### src/rtl/apb_cmd_arb.sv
// rtl/apb_cmd_arb.sv - two-requester round-robin command arbiter for an APB command port
// Tracks outstanding reads in a tag FIFO so each read response goes back to the requester that issued it.
module apb_cmd_arb #(
  parameter int DATA_WD    = 4,
  parameter int ADDR_WD    = 4,
  parameter int OSTD_DEPTH = 4
) (
  input  logic                       clk,
  input  logic                       rst_n,
  input  logic [DATA_WD+ADDR_WD:0]   req0_cmd,
  input  logic                       req0_vld,
  output logic                       req0_rdy,
  input  logic [DATA_WD+ADDR_WD:0]   req1_cmd,
  input  logic                       req1_vld,
  output logic                       req1_rdy,
  output logic [DATA_WD+ADDR_WD:0]   m_cmd,
  output logic                       m_vld,
  input  logic                       m_rdy,
  input  logic                       m_read_vld,
  input  logic [DATA_WD-1:0]         m_read_data,
  output logic                       rsp0_vld,
  output logic [DATA_WD-1:0]         rsp0_data,
  output logic                       rsp1_vld,
  output logic [DATA_WD-1:0]         rsp1_data,
  output logic                       err_unexp_rsp
);

  localparam int CW   = DATA_WD + ADDR_WD + 1;
  localparam int PW   = (OSTD_DEPTH > 1) ? $clog2(OSTD_DEPTH) : 1;
  localparam int CNTW = $clog2(OSTD_DEPTH) + 1;
  localparam logic [CNTW-1:0] FULL_CNT = CNTW'(OSTD_DEPTH);

  logic                  last_grant;
  logic [OSTD_DEPTH-1:0] tag_q;
  logic [PW-1:0]         wr_ptr;
  logic [PW-1:0]         rd_ptr;
  logic [CNTW-1:0]       cnt;

  logic          slot_free;
  logic          can_read;
  logic          elig0;
  logic          elig1;
  logic          gnt_vld;
  logic          gnt_id;
  logic [CW-1:0] gnt_cmd;
  logic          push;
  logic          pop;
  logic          head_id;

  // Read eligibility looks only at the count before this cycle, so a same-cycle pop never frees a slot early.
  always_comb begin
    slot_free = !m_vld || m_rdy;
    can_read  = cnt < FULL_CNT;
    elig0     = req0_vld && (req0_cmd[CW-1] || can_read);
    elig1     = req1_vld && (req1_cmd[CW-1] || can_read);
    gnt_vld   = rst_n && slot_free && (elig0 || elig1);
    gnt_id    = (elig0 && elig1) ? ~last_grant : elig1;
    gnt_cmd   = gnt_id ? req1_cmd : req0_cmd;
    push      = gnt_vld && !gnt_cmd[CW-1];
    pop       = rst_n && m_read_vld && (cnt != '0);
    head_id   = tag_q[rd_ptr];
  end

  assign req0_rdy  = gnt_vld && !gnt_id;
  assign req1_rdy  = gnt_vld && gnt_id;
  assign rsp0_vld  = pop && !head_id;
  assign rsp1_vld  = pop && head_id;
  assign rsp0_data = m_read_data;
  assign rsp1_data = m_read_data;

  always_ff @(posedge clk or negedge rst_n) begin
    if (!rst_n) begin
      m_cmd         <= '0;
      m_vld         <= 1'b0;
      last_grant    <= 1'b1;
      tag_q         <= '0;
      wr_ptr        <= '0;
      rd_ptr        <= '0;
      cnt           <= '0;
      err_unexp_rsp <= 1'b0;
    end else begin
      if (slot_free) begin
        m_vld <= gnt_vld;
        if (gnt_vld) begin
          m_cmd      <= gnt_cmd;
          last_grant <= gnt_id;
        end
      end
      if (push) begin
        tag_q[wr_ptr] <= gnt_id;
        wr_ptr        <= wr_ptr + PW'(1);
      end
      if (pop) begin
        rd_ptr <= rd_ptr + PW'(1);
      end
      if (push && !pop) begin
        cnt <= cnt + CNTW'(1);
      end else if (pop && !push) begin
        cnt <= cnt - CNTW'(1);
      end
      if (m_read_vld && (cnt == '0)) begin
        err_unexp_rsp <= 1'b1;
      end
    end
  end

endmodule

### config.mk
export PLATFORM = sky130hd
export DESIGN_NAME = apb_cmd_arb
export DESIGN_NICKNAME = d
export VERILOG_FILES = /design/src/rtl/apb_cmd_arb.sv
export SDC_FILE = /design/constraint.sdc
export NUM_CORES = 1
export LEC_CHECK = 0
export BUFFER_PORTS_ARGS = -buffer_cell sky130_fd_sc_hd__buf_2
export CAP_MARGIN = 20
export CORE_UTILIZATION = 47
export DETAILED_ROUTE_END_ITERATION = 12
export PLACE_DENSITY = 0.85
export SYNTH_ARGS = -nofsm -noshare
export SYNTH_HDL_FRONTEND = slang
export SYNTH_SLANG_ARGS = --single-unit
### constraint.sdc
create_clock -name clk -period 2.9 [get_ports clk]
set_clock_uncertainty 0.15 [all_clocks]
set_input_delay 0.435 -clock clk [delete_from_list [all_inputs] [get_ports clk]]
set_output_delay 0.435 -clock clk [all_outputs]
set_load 0.05 [all_outputs]
[Word level (Yosys, flattened, before mapping)]
Index checks and enable logic that the tools add are counted.
Operators by class
  muxes and demuxes: 9
  bitwise logic cells: 1
  reduce and logical (&&, ||, !) cells: 30
  order comparisons: 4
  add/sub/neg operators: 4
Operators by type and width (number)
  logical AND 1 bit: 16
  two-way mux 9 bit: 1
  zero test 1 bit: 6
  < comparator 2 x 3 -> 1 bit, second input constant: 2
  two-way mux 3 bit: 2
  adder 2 x 1 -> 2 bit, second input constant: 2
  bitwise mux 4 bit: 1
  logical OR 1 bit: 4
  adder 3 x 1 -> 3 bit, second input constant: 1
  zero test 3 bit: 1
  < comparator 3 bit, second input constant: 1
  two-way mux 1 bit: 3
  nonzero test 3 bit: 1
  subtractor 3 x 1 -> 3 bit, second input constant: 1
  binary-select mux 1 bit (select 2 bit): 1
  demux 1 bit (select 2 bit): 1
  greater-or-equal comparator 2 x 1 -> 1 bit, second input constant: 1
  AND reduction 2 bit: 1
  nonzero test 2 bit: 1
  NOT 1 bit: 1
Word-level totals
  word-level logic and storage cells: 56
  bits in registers: 23
  input bits: 28
  output and inout port bits: 23

[Logic depth before layout (Yosys ltp)]
Gate-level depths: netlist of run 1.
  depth after elaboration: 12
  mapped depth: 9
  depth with buffers taken out: 9

[Worst setup path after synthesis of run 1]
Ideal clock, no wire load.
  kind: register to register
  start point: reg m_vld
  end point: reg cnt[2]
  required time: 2671 ps
  slack: 526 ps
  stages on the path, launching flop included: 9
  period minus slack after synthesis: 2374 ps
  path buffers: 0
  data arrival time: 2145 ps
  library setup time: 79 ps
  path through: dfrtp_1 -> nor2b_1 -> a211oi_4 -> ha_1 -> inv_1 -> fa_1 -> xor2_1 -> nor2_1 -> xor2_1
On the way
  longest elaborated chain between the ends: 8
  elaborated cells on any way between the ends: 10
RTL lines
  from (decl): line 17  | output logic m_vld,
  from (signal assigned): line 83  | m_vld <= gnt_vld;
  zero test 1 bit *: line 52  | slot_free = !m_vld || m_rdy;
  logical OR 1 bit *: line 52
  logical AND 1 bit * (2 in a row): line 56  | gnt_vld = rst_n && slot_free && (elig0 || elig1);
  logical AND 1 bit *: line 59  | push = gnt_vld && !gnt_cmd[CW-1];
  net push: line 46  | logic push;
  zero test 1 bit: line 98  | end else if (pop && !push) begin
  logical AND 1 bit: line 98
  nonzero test 2 bit (no line)
  to (signal assigned): line 97  | cnt <= cnt + CNTW'(1);
  to (signal assigned): line 99  | cnt <= cnt - CNTW'(1);
  to (decl): line 37  | logic [CNTW-1:0] cnt;
The timed path passes the listed nets; every way through them passes the cells marked *.
A chain may end at the register's enable or synchronous reset.

[Worst setup path after layout of run 1]
  start point: in rst_n
  end point: reg cnt[2]
On the way
  longest elaborated chain between the ends: 6
  elaborated cells on any way between the ends: 11
RTL lines
  from (decl): line 9  | input logic rst_n,
  logical AND 1 bit * (2 in a row): line 56
  logical AND 1 bit *: line 59
  net push: line 46
  zero test 1 bit: line 98
  logical AND 1 bit: line 98
  nonzero test 2 bit (no line)
Marked as above.

==> results of run 1 <==
-- critical path, delay by kind of cell --
family,cells,cell delay (ns)
AOI/OAI and AO/OA,2,0.46
and+or+nand+nor,2,0.24
adders and majority gates,2,0.63
xor gates and xnor gates,2,0.31
buffers and inverters,3,0.71
-- sequential cells by signal (all words and copies together), names as in the netlist --
signal and flops:
last_grant 1, tag_q 4, rd_ptr 2, m_vld 1, m_cmd 9, err_unexp_rsp 1
wr_ptr 2, cnt 3
-- per-stage QoR --
step	hold WS (ns)	area, µm²	total power [mW]	worst slack (ns)	utilization, %
after floorplan	-0.0106	1260	1.16	0.526	-
after global placement	0.306	1430	1.28	0.424	57.2
after detailed placement	0.317	1430	1.32	0.322	57.2
after CTS	0.238	1470	1.47	0.175	58.7
after global routing	0.238	1470	1.57	0.0356	58.7
final	0.241	1470	1.46	0.191	58.7
-- metal layers --
layer / part of all wire [%] / routed length [µm] / global-route usage (%) / up-vias
met5: 0 / 0 / 0 / -
met4: 1.3 / 33 / 8.33 / 0
met3: 8.6 / 213 / 5.37 / 4
met2: 48 / 1170 / 34.4 / 41
met1: 42 / 1040 / 22.4 / 437
li1: - / - / - / 455
-- path summary, 6_finish.rpt --
check,from,endpoint,slack (ns),cells after the start
hold reg to reg,m_cmd[4]$_DFFE_PN0P_,m_cmd[4]$_DFFE_PN0P_,0.35,2
setup reg to reg,cnt[2]$_DFFE_PN0P_,cnt[2]$_DFFE_PN0P_,0.40,9
min in group asynchronous,rst_n,m_vld$_DFFE_PN0N_,0.53,3
hold / removal,m_read_vld,err_unexp_rsp$_DFFE_PN0P_,0.24,3
setup / recovery,rst_n,cnt[2]$_DFFE_PN0P_,0.19,11
max in group asynchronous,rst_n,last_grant$_DFFE_PN1P_,1.79,3
-- repair_timing --
item / in CTS / in global routing
endpoints found under the hold margin: 22 / 0
hold buffers: 1 / 0
setup endpoints to repair: 0 / 0
-- cells by family after synthesis --
group	share of synthesized area, %
compound gates	8.37
xor+xnor	4.18
fa+ha+maj	6.57
buf+inv	7.37
flops	45.9
mux	12.6
simple gates	14.9
-- power by group through the flow --
stage | combinational, mW | sequential, mW | clock [mW]
floorplan | 0.385 | 0.771 | 0
CTS | 0.745 | 0.574 | 0.155
global placement | 0.708 | 0.568 | 0
detailed placement | 0.741 | 0.580 | 0
finish | 0.736 | 0.572 | 0.148
global route | 0.800 | 0.594 | 0.174
-- synthesized netlist by cell type (2+ instances only) --
master / count
nor2b_1: 2
nand3_1: 3
mux2_2: 5
ha_1: 5
xor2_1: 2
mux2i_1: 8
xnor2_1: 4
dfrtp_1: 22
inv_1: 4
buf_2: 2
buf_4: 9
nand2_1: 17
nand2b_1: 4
o21ai_0: 10
nor2_1: 5
-- cell type report --
cell class,count,area [µm²],area share [%]
timing repair buffer,42,223,15.2
clock inverter,1,5.00,0.341
clock buffer,3,22.5,1.54
multi-input combinational,78,587,40.0
inverter,4,15.0,1.02
sequential,23,577,39.3
tap,30,37.5,2.56
==> results.py, run 1 <==
metrics = {
    "power": {
        "peakVddDrop_mv": 0.600,
        "p_leak_nw": 0.745,
        "comb_power_share_pct": 50.5,
        "switching_share_pct": 46.6,
        "p_per_area_mw_per_mm2": 993,
        "p_clk_share_pct": 10.1,
        "pwr-share-seq_pct": 39.3,
        "p_switching_mw": 0.679,
        "internal_power_mw": 0.777,
    },
    "cells_and_area": {
        "syn_to_final_growth_pct": 16.7,
        "num-nets-final": 186,
        "fillers": 215,
        "stdcell_count": 181,
        "drive_gt1_share_pct": 35.8,
        "layout_common_cells": "38 x buf_2, 22 x dfrtp_1, 17 x nand2_1",
        "antenna_cells": 0,
        "final_common_cell": "buf_2",
    },
    "floorplan": {
        "die_h_um": 53.7,
        "start_util_pct": 50.3,
        "ioPinCount": 51,
        "die_area_mm2": 0.00288,
        "fp.dieW_um": 53.7,
        "num_rows": 18,
        "core_mm2": 0.00250,
    },
    "global_routing": {
        "grt_pass1_wl_um": 3940,
        "antenna_found_initial": 0,
        "grt_pass1_vias": 914,
        "gr-total-overflow": 0,
        "grt_usage_pct": 19.7,
        "grt_max_degree": 26,
    },
    "clock_tree": {
        "cts.htree.levels": 1,
        "insertion_delay_ns": 0.31,
        "cts_buffers": 3,
        "cts_root_buffer": "clkbuf_4",
        "cts_buffer_depth": 2,
        "post_cts_buffers": 0,
        "cts-resized-gates": 0,
        "cts_tree": "yes",
        "cts_sinks": 23,
        "clk_pin_slew_ns": 0.12,
    },
    "logic_synthesis": {
        "synth_seq_cells": 23,
        "syn_avg_cell_area_um2": 10.8,
        "yosys_warnings": 0,
        "ys_async_sr_fraction_pct": 100,
        "syn_area_mm2": 0.00126,
        "synth_seq_area_share_pct": 45.9,
        "syn-num-nets": 150,
        "postSynthCellCount": 116,
        "synthTopCellsByArea": "dfrtp_1 44%, mux2i_1 6.4%, buf_4 5.4%",
        "synth_edf_count": 0,
        "synth_cell_types": 29,
        "yosysTopAreaCellShare_pct": 43.8,
        "synth_area_leader_cell": "dfrtp_1",
        "yosys_most_used_dff": "dfrtp_1",
    },
    "placement": {
        "dp_cells": 176,
        "place.gp.congestion": 0.676,
        "numPortBuffers": 38,
        "place_hpwl_um": 1960,
    },
    "critical_path": {
        "path_class": "input pin to flop",
        "worst_path_max_delay_cell": "dlygate4sd3_1",
        "cpPeakStageDelay_ns": 0.52,
        "end_kind": "flop",
        "critPathMaxFanout": 8,
        "crit_path_start_kind": "input pin",
        "crit_required_ns": 2.99,
        "path_cells": "dlygate4sd3_1, buf_2, and2_1, a32oi_1, a211oi_4, ha_1, inv_1, fa_1, xor2_1, nor2_1, xor2_1",
        "crit_path_frequent_cell": "xor2_1",
        "arrival_ns": 2.80,
    },
    "route": {
        "routed_wl_um": 2470,
        "antenna_left": 0,
        "drt-initial-drc-count": 12,
        "dr.pass1.iters": 4,
        "drc": 0,
        "vias": 937,
        "drt-vias-per-instance": 5.18,
        "routedWlPerCell_um": 13.6,
    },
    "timing": {
        "drv_slew": 0,
        "fin_crit_sh_pct": 93.4,
        "max_freq_ghz": 0.369,
        "finalCriticalPeriod_ns": 2.71,
        "worst_pin_slew_ns": 0.396,
        "finalSetupTns_ns": 0,
        "rsz0062_at_grt": "no",
        "maxSlewHeadroom_pct": 73.6,
        "hold_violations": 0,
        "setup_viol": 0,
    },
    "hold_path": {
        "hp-class": "input pin to flop",
    },
    "run_status": {
        "status": "completed",
    },
    "run": {
        "drv_cap": 0,
    },
}
(Power assumes the default switching activity.)
==> run 2: changes to the inputs <==
--- a/config.mk
+++ b/config.mk
@@ -7,9 +7,9 @@
 export LEC_CHECK = 0
 export BUFFER_PORTS_ARGS = -buffer_cell sky130_fd_sc_hd__buf_2
 export CAP_MARGIN = 20
-export CORE_UTILIZATION = 47
+export CORE_UTILIZATION = 51
 export DETAILED_ROUTE_END_ITERATION = 12
-export PLACE_DENSITY = 0.85
+export PLACE_DENSITY = 0.91
 export SYNTH_ARGS = -nofsm -noshare
 export SYNTH_HDL_FRONTEND = slang
 export SYNTH_SLANG_ARGS = --single-unit
==> constraint.sdc (replaced) <==
create_clock -name clk -period 3.3 [get_ports clk]
set_clock_uncertainty 0.15 [all_clocks]
set_input_delay 0.495 -clock clk [delete_from_list [all_inputs] [get_ports clk]]
set_output_delay 0.495 -clock clk [all_outputs]
set_load 0.05 [all_outputs]
==> run 2 against run 1 <==
Final area fell by 0.26%. Via count is 1.2% lower. Core utilization grew 5.6 points. Largest power group unchanged.
==> results.py, run 2 (same netlist as run 1, synthesis figures left out) <==
metrics = {
    "clock_tree": {
        "cts-resized-gates": 0,
        "cts_root_buffer": "clkbuf_4",
        "cts_buffers": 3,
        "cts_sinks": 23,
        "cts.htree.levels": 1,
        "post_cts_buffers": 0,
        "insertion_delay_ns": 0.30,
        "clk_pin_slew_ns": 0.12,
        "cts_buffer_depth": 2,
        "cts_tree": "yes",
    },
    "critical_path": {
        "end_kind": "output port",
        "arrival_ns": 2.21,
        "critPathMaxFanout": 6,
        "crit_required_ns": 2.65,
        "path_class": "input pin to output port",
        "crit_path_start_kind": "input pin",
    },
    "global_routing": {
        "grt_pass1_wl_um": 3840,
        "grt_usage_pct": 19.6,
        "antenna_found_initial": 0,
        "grt_max_degree": 23,
        "grt_pass1_vias": 950,
        "gr-total-overflow": 0,
    },
    "cells_and_area": {
        "top_register": "m_cmd",
        "area.sequential_um2": 577,
        "num-nets-final": 186,
        "layout_common_cells": "38 x buf_2, 22 x dfrtp_1, 17 x nand2_1",
        "fillers": 188,
        "multiInputGateArea_um2": 587,
        "reg.largest.list": "m_cmd (9), tag_q (4), cnt (3)",
        "syn_to_final_growth_pct": 16.4,
        "drive_gt1_share_pct": 35.1,
        "final_common_cell": "buf_2",
        "largest_register_ffs": 9,
        "antenna_cells": 0,
    },
    "timing": {
        "fin_crit_sh_pct": 86.6,
        "worst_pin_slew_ns": 0.434,
        "hold_violations": 0,
        "max_freq_ghz": 0.350,
        "finalSetupTns_ns": 0,
        "rsz0062_at_grt": "no",
        "setup_viol": 0,
        "maxSlewHeadroom_pct": 71.1,
        "drv_slew": 0,
        "finalCriticalPeriod_ns": 2.86,
    },
    "run": {
        "drv_cap": 0,
    },
    "route": {
        "dr.pass1.iters": 4,
        "routedWlPerCell_um": 12.7,
        "drc": 0,
        "routed_wl_um": 2270,
        "drt-vias-per-instance": 5.17,
        "antenna_left": 0,
        "vias": 926,
        "drt-initial-drc-count": 3,
    },
    "floorplan": {
        "num_rows": 17,
        "core_mm2": 0.00228,
        "start_util_pct": 55.2,
        "ioPinCount": 51,
        "die_h_um": 51.6,
        "fp.dieW_um": 51.6,
        "die_area_mm2": 0.00267,
    },
    "power": {
        "p_leak_nw": 0.742,
        "peakVddDrop_mv": 0.578,
        "p_per_area_mw_per_mm2": 864,
        "report.power.total_mw": 1.26,
    },
    "placement": {
        "place_hpwl_um": 1850,
        "place.gp.congestion": 0.726,
        "numPortBuffers": 38,
    },
    "run_status": {
        "status": "completed",
    },
    "hold_path": {
        "hp-class": "input pin to flop",
    },
}
-- run 2: cell types whose count changed in the layout (fill, tap and decap cells not counted) --
| cell | change |
|---|---|
| clkinv_2 | -1 |
| clkbuf_1 | +1 |
-- run 2: path summary, 6_finish.rpt --
kind | startpoint | end | slack, ns | cells past startpoint
worst max-delay path | rst_n | req1_rdy | 0.44 | 7
min in group asynchronous | rst_n | cnt[0]$_DFFE_PN0P_ | 0.38 | 2
worst min register to register | err_unexp_rsp$_DFFE_PN0P_ | err_unexp_rsp$_DFFE_PN0P_ | 0.34 | 1
worst max register to register | cnt[2]$_DFFE_PN0P_ | cnt[2]$_DFFE_PN0P_ | 0.81 | 9
max in group asynchronous | rst_n | last_grant$_DFFE_PN1P_ | 2.09 | 3
worst min-delay path | m_read_vld | err_unexp_rsp$_DFFE_PN0P_ | 0.29 | 3
-- run 2: layout make-up --
cell class / instances / share of cell area, %
well taps: 28 / 2.40
clock buffers: 4 / 1.80
inverters: 4 / 1.03
flip-flops and latches: 23 / 39.4
repair buffers: 42 / 15.2
multi-input cells: 78 / 40.1
-- run 2: through the flow --
stage | area (µm²) | util, % | hold slack, ns | worst slack [ns] | cells
finish | 1460 | 64.3 | 0.286 | 0.442 | 179
global route | 1460 | 64.3 | 0.295 | 0.308 | 179
CTS | 1460 | 64.3 | 0.283 | 0.439 | 179
detailed placement | 1430 | 62.7 | 0.170 | 0.656 | 174
global placement | 1430 | 62.7 | 0.172 | 0.738 | 174
floorplan | 1260 | - | 0.0494 | 0.863 | 116
-- run 2: timing repair --
item                       4_1_cts  5_1_grt
hold endpoints to repair         3        0
hold buffers                     1        0
setup endpoints to repair        0        0
-- run 2: routing by layer --
| metal | global-route usage, % | wire [µm] |
|---|---|---|
| met1 | 22.6 | 995 |
| met2 | 36.1 | 1070 |
| met3 | 4.09 | 183 |
| met4 | 5.86 | 25 |
| met5 | 0 | 0 |
-- run 2: power by group --
part	switching (mW)	internal [mW]	leakage, nW	total [mW]
Sequential	0.0897	0.410	0.276	0.500
Combinational	0.413	0.226	0.451	0.638
Clock	0.0785	0.0472	0.0150	0.126
-- run 2: critical path: stages --
cell           delay [ns]
dlygate4sd3_1        0.53
buf_2                0.17
and2_1               0.15
a32oi_1              0.35
nand2b_1             0.22
nor2_1               0.07
buf_2                0.21
